===== src/rtl/branch_pc_unit_if.sv =====
// branch_pc_unit_if: control-unit bus to the branch/PC stage
interface branch_pc_unit_if;
   logic        start;
   logic [31:0] IR_Out;
   logic        con;
   logic        con_en;
   logic        pc_inc;
   logic        pc_load;
   logic [31:0] pc_in;
   logic [31:0] pc_out;
   logic        busy;
   logic        done;
   logic        taken;
   modport master (output start, IR_Out, con, pc_inc, pc_load, pc_in,
                   input  con_en, pc_out, busy, done, taken);
   modport slave  (input  start, IR_Out, con, pc_inc, pc_load, pc_in,
                   output con_en, pc_out, busy, done, taken);
endinterface


===== src/rtl/branch_pc_unit.sv =====
// branch_pc_unit: PC register with CON-FF driven conditional branch resolution
module branch_pc_unit #(
   parameter logic [31:0] PC_RESET = 32'h0000_0000
) (
   input logic              clock,
   input logic              clear,
   branch_pc_unit_if.slave  bus
);
   typedef enum logic [1:0] {IDLE, EVAL, RESOLVE} state_t;
   state_t      state;
   logic [31:0] pc;
   logic [22:0] ir_q;
   logic        con_en_q, done_q, taken_q;
   logic        cond_ok;
   logic [31:0] target;
   assign cond_ok = ir_q[22:21] == 2'b00;
   assign target  = pc + {{13{ir_q[18]}}, ir_q[18:0]};
   // branch sequencer, PC update and registered status pulses
   always_ff @(posedge clock or posedge clear) begin
      if (clear) begin
         state    <= IDLE;
         pc       <= PC_RESET;
         ir_q     <= '0;
         con_en_q <= 1'b0;
         done_q   <= 1'b0;
         taken_q  <= 1'b0;
      end else begin
         con_en_q <= 1'b0;
         done_q   <= 1'b0;
         taken_q  <= 1'b0;
         case (state)
            IDLE: begin
               pc <= bus.pc_load ? bus.pc_in : bus.pc_inc ? pc + 32'd1 : pc;
               if (bus.start) begin
                  ir_q     <= bus.IR_Out[22:0];
                  con_en_q <= 1'b1;
                  state    <= EVAL;
               end
            end
            EVAL: state <= RESOLVE;
            RESOLVE: begin
               if (cond_ok && bus.con) begin
                  pc      <= target;
                  taken_q <= 1'b1;
               end
               done_q <= 1'b1;
               state  <= IDLE;
            end
            default: state <= IDLE;
         endcase
      end
   end
   assign bus.pc_out = pc;
   assign bus.con_en = con_en_q;
   assign bus.busy   = state != IDLE;
   assign bus.done   = done_q;
   assign bus.taken  = taken_q;
endmodule


===== src/flat_wrapper.sv =====
// flat-port wrapper written by rule: the top's interface ports become plain ports
module branch_pc_unit_flat 
#(
   parameter logic [31:0] PC_RESET = 32'h0000_0000
)
  (clock, clear, bus_start, bus_IR_Out, bus_con, bus_pc_inc, bus_pc_load, bus_pc_in, bus_con_en, bus_pc_out, bus_busy, bus_done, bus_taken);
  branch_pc_unit_if bus_i ();
  input logic clock;
  input logic clear;
  input wire logic [$bits(bus_i.start)-1:0] bus_start;
  input wire logic [$bits(bus_i.IR_Out)-1:0] bus_IR_Out;
  input wire logic [$bits(bus_i.con)-1:0] bus_con;
  input wire logic [$bits(bus_i.pc_inc)-1:0] bus_pc_inc;
  input wire logic [$bits(bus_i.pc_load)-1:0] bus_pc_load;
  input wire logic [$bits(bus_i.pc_in)-1:0] bus_pc_in;
  output wire logic [$bits(bus_i.con_en)-1:0] bus_con_en;
  output wire logic [$bits(bus_i.pc_out)-1:0] bus_pc_out;
  output wire logic [$bits(bus_i.busy)-1:0] bus_busy;
  output wire logic [$bits(bus_i.done)-1:0] bus_done;
  output wire logic [$bits(bus_i.taken)-1:0] bus_taken;
  assign bus_i.start = bus_start;
  assign bus_i.IR_Out = bus_IR_Out;
  assign bus_i.con = bus_con;
  assign bus_i.pc_inc = bus_pc_inc;
  assign bus_i.pc_load = bus_pc_load;
  assign bus_i.pc_in = bus_pc_in;
  assign bus_con_en = bus_i.con_en;
  assign bus_pc_out = bus_i.pc_out;
  assign bus_busy = bus_i.busy;
  assign bus_done = bus_i.done;
  assign bus_taken = bus_i.taken;
  branch_pc_unit #(.PC_RESET(PC_RESET)) u_core (.clock(clock), .clear(clear), .bus(bus_i));
endmodule

===== config.mk =====
export PLATFORM = sky130hd
export DESIGN_NAME = branch_pc_unit_flat
export DESIGN_NICKNAME = d
export VERILOG_FILES = /design/src/rtl/branch_pc_unit_if.sv /design/src/rtl/branch_pc_unit.sv /design/src/flat_wrapper.sv
export SDC_FILE = /design/constraint.sdc
export NUM_CORES = 1
export LEC_CHECK = 0
export ABC_AREA = 1
export CORE_UTILIZATION = 30
export DETAILED_ROUTE_END_ITERATION = 10
export SLEW_MARGIN = 20
export SYNTH_ARGS = -nofsm -noshare
export SYNTH_HDL_FRONTEND = slang
export SYNTH_SLANG_ARGS = --single-unit

===== constraint.sdc =====
create_clock -name clock -period 2.6 [get_ports clock]
set_clock_uncertainty 0.05 [all_clocks]
set_input_delay 0.52 -clock clock [delete_from_list [all_inputs] [get_ports clock]]
set_output_delay 0.52 -clock clock [all_outputs]
set_load 0.02 [all_outputs]

==> metrics <==
worst rel slew slack 0.585; worst slew pin tran 0.623 ns; Starting Density 0.308; Mapped Cells approximately 1,000; Crit path top cell by count nand2_1; crit-path cells ha_1 -> nand2_1 -> nand2_1 -> nand2_1 -> nand2_1 -> inv_1 -> nand2_1 -> a21oi_1 -> nand2_1 -> nand2_1 -> nand3_1 -> a21oi_1; Setup-failing EPs final 0; number of remaining DRC errors 0; Post-Syn Area per Cell 5.80 sq um; Mapped Nets roughly 1,100; RSZ-0062 raised after global routing false; clk root buf clkbuf_16; synthesized area 6040 sq um; via count 6,622; I/O Pins 106; CP Capture Type flop; Ys Warns 0; #FFs+latches synth 58; DRT antenna net count 0; input/output buffers 94; synth unique cells 38; worst reg2reg path startpoint u_core.ir_q[18]; critical path required time 2.80 ns; CTS sink cnt 58; final hold violation count 0; Resized cells post-CTS 0; max-cap violation count 0; Lkg Pwr 0.00394 uW; share of cells above drive strength 1 0.0525; GP Congestion 0.899; post-CTS setup repair buffer count 0; first-pass GRT wire length roughly 33,000 microns; max-slew violations 0; Die W 144 microns; router iterations before antenna repair 4; Final nets 1,240; Max Clk Rate 430 MHz; sequential area share after synthesis 0.240; worst hold path class reg -> reg; Crit path largest cell delay 0.74 ns; pwr dens 1170 nW/um^2; largest net degree at the start of global routing 53; Die H 144 microns; fin crit period 2.32 ns; H-tree levels 3; Area growth syn-to-layout 26.8%; clock slew at reported path FFs 0.06 ns; number of buffers created by CTS 9; Worst Slack Setup Final 0.276 ns; CTS tree done; worst-case vdd ir drop 0.395 mV; grt total ovfl 0; Crit Path Max Fanout 15; vias in the first global route between 6,000 and 7,000; row count 51; crit path kind reg -> reg; WP data arrival approximately 2.5 ns; CP startpoint u_core.ir_q[18]; Hold Buf Count CTS 0; startpoint types flop; Hold Crit Start u_core.state[1]; antenna diode count 0; CP delay by family, top flip-flops; CP Buf/Inv Count 1; final wirelength 20,300 microns; period utilization 0.894; vias per cell 4.71; gr usage total 0.204; WL/cell 14.4 microns; full die area about 21,000 sq um; initial DRC count 387; clk_lat worst skew 0.33 ns; DP Worst Slack 0.300 ns; clock buffer depth 2; Max stage delay cell, worst path dfrtp_1; status finished clean; Fin Setup TNS 0 ns; initial antenna violation count 0; post-DP HPWL 16,300 microns; total core area 19,600 sq um
[report_power, final]
group          total, uW  switching [uW]  internal [uW]  leakage (uW)
clock network       1340             493            846      0.000152
registers           1820             601           1210      0.000682
logic               5830            3680           2150       0.00311
[synthesized netlist by cell type (all sizes together)]
master	n	share of area
clkbuf	12	0.0075
nand3b	16	0.020
nand4	6	0.0062
inv	154	0.096
o221ai	1	0.0015
o211ai	6	0.0075
nand2	413	0.26
or2	2	0.0021
o21bai	5	0.0062
o22ai	1	0.0010
nor3	5	0.0041
ha	32	0.066
a22oi	2	0.0025
nand3	66	0.058
fa	1	0.0033
a21o	1	0.0012
buf	10	0.0091
clkinv	1	0.00062
dfrtp	58	0.24
xnor2	5	0.0073
xor2	13	0.019
o21ai	36	0.030
a21oi	70	0.058
a31oi	6	0.0062
nor2	119	0.086
[routing by layer]
metal	vias to the layer above	routed length, microns	track usage
met1	2983	10200	0.290
met3	22	974	0.0173
met5	-	0	0
li1	3464	-	-
met2	153	8690	0.325
met4	0	465	0.0644
[flip-flops by register name, summed over array words and instances, names as in the netlist]
register	cells
u_core.state	2
u_core.ir_q	21
u_core.bus.pc_out	32
u_core.bus.taken	1
u_core.bus.done	1
u_core.bus.con_en	1
[worst paths after layout]
path                                    endpoint  slack [ns]  cells after the start
max in group asynchronous  u_core.bus.pc_out[27]        1.36                      3
min                              u_core.state[1]        0.42                      1
min reg2reg                      u_core.state[1]        0.42                      1
max                        u_core.bus.pc_out[31]        0.28                     12
max reg2reg                u_core.bus.pc_out[31]        0.28                     12
min in group asynchronous       u_core.bus.taken        0.53                      2
[cells by family after synthesis]
group | synth area share
xor+xnor | 0.0261
simple gates | 0.437
buf+inv | 0.113
flops | 0.240
compound gates | 0.115
fa+ha+maj | 0.0696
[cell type report]
cell class | instances | area [sq um]
clock buffer | 9 | 225
clock inverter | 7 | 101
fill | 2147 | 11900
inverter | 155 | 582
multi-input combinational | 806 | 3910
sequential | 58 | 1450
tap | 265 | 332
timing repair buffer | 107 | 1060
[per-stage QoR]
stage | total power, uW | std cells | area [sq um] | hold slack [ns] | util
detailed placement | 7580 | 1391 | 7330 | 0.411 | 0.374
CTS | 8970 | 1407 | 7660 | 0.419 | 0.391
global route | 9860 | 1407 | 7660 | 0.446 | 0.391
global placement | 7520 | 1391 | 7330 | 0.407 | 0.374
finish | 8980 | 1407 | 7660 | 0.417 | 0.391
floorplan | 5660 | 1041 | 6040 | 0.394 | -
[worst reg2reg max path, stage by stage (launching register included)]
cell and delay, ns:
dfrtp_1 0.74, ha_1 0.42, nand2_1 0.08, nand2_1 0.10
nand2_1 0.08, nand2_1 0.06, inv_1 0.05, nand2_1 0.06
a21oi_1 0.25, nand2_1 0.10, nand2_1 0.07, nand3_1 0.06
a21oi_1 0.13
[placed cells by master (no fill, tap or decap), types with 2 or more instances in the layout]
cell type        Yosys  final
nor2_2               2      2
nand4_1              6      6
inv_1              146    145
clkinvlp_4           0      2
inv_2                8      9
clkbuf_16            0      9
clkdlybuf4s50_1      0     94
xnor2_1              5      5
buf_12               0      2
nor3_1               5      5
o21ai_1              5      5
nand2_2              6      6
ha_1                32     32
a22oi_1              2      2
a31oi_1              6      6
nand3_1             64     64
o21ai_0             30     30
o21bai_1             5      5
nand2_1            406    406
xor2_1              13     13
bufinv_16            0      2
or2_2                2      2
dfrtp_1             58     58
buf_4                1     11
nand3b_1            16     16
nor2_1             109    109
a21oi_1             70     70
nor2_4               7      7
o211ai_1             6      6
clkinv_4             0      2
Power figures use the tool's default switching activity.
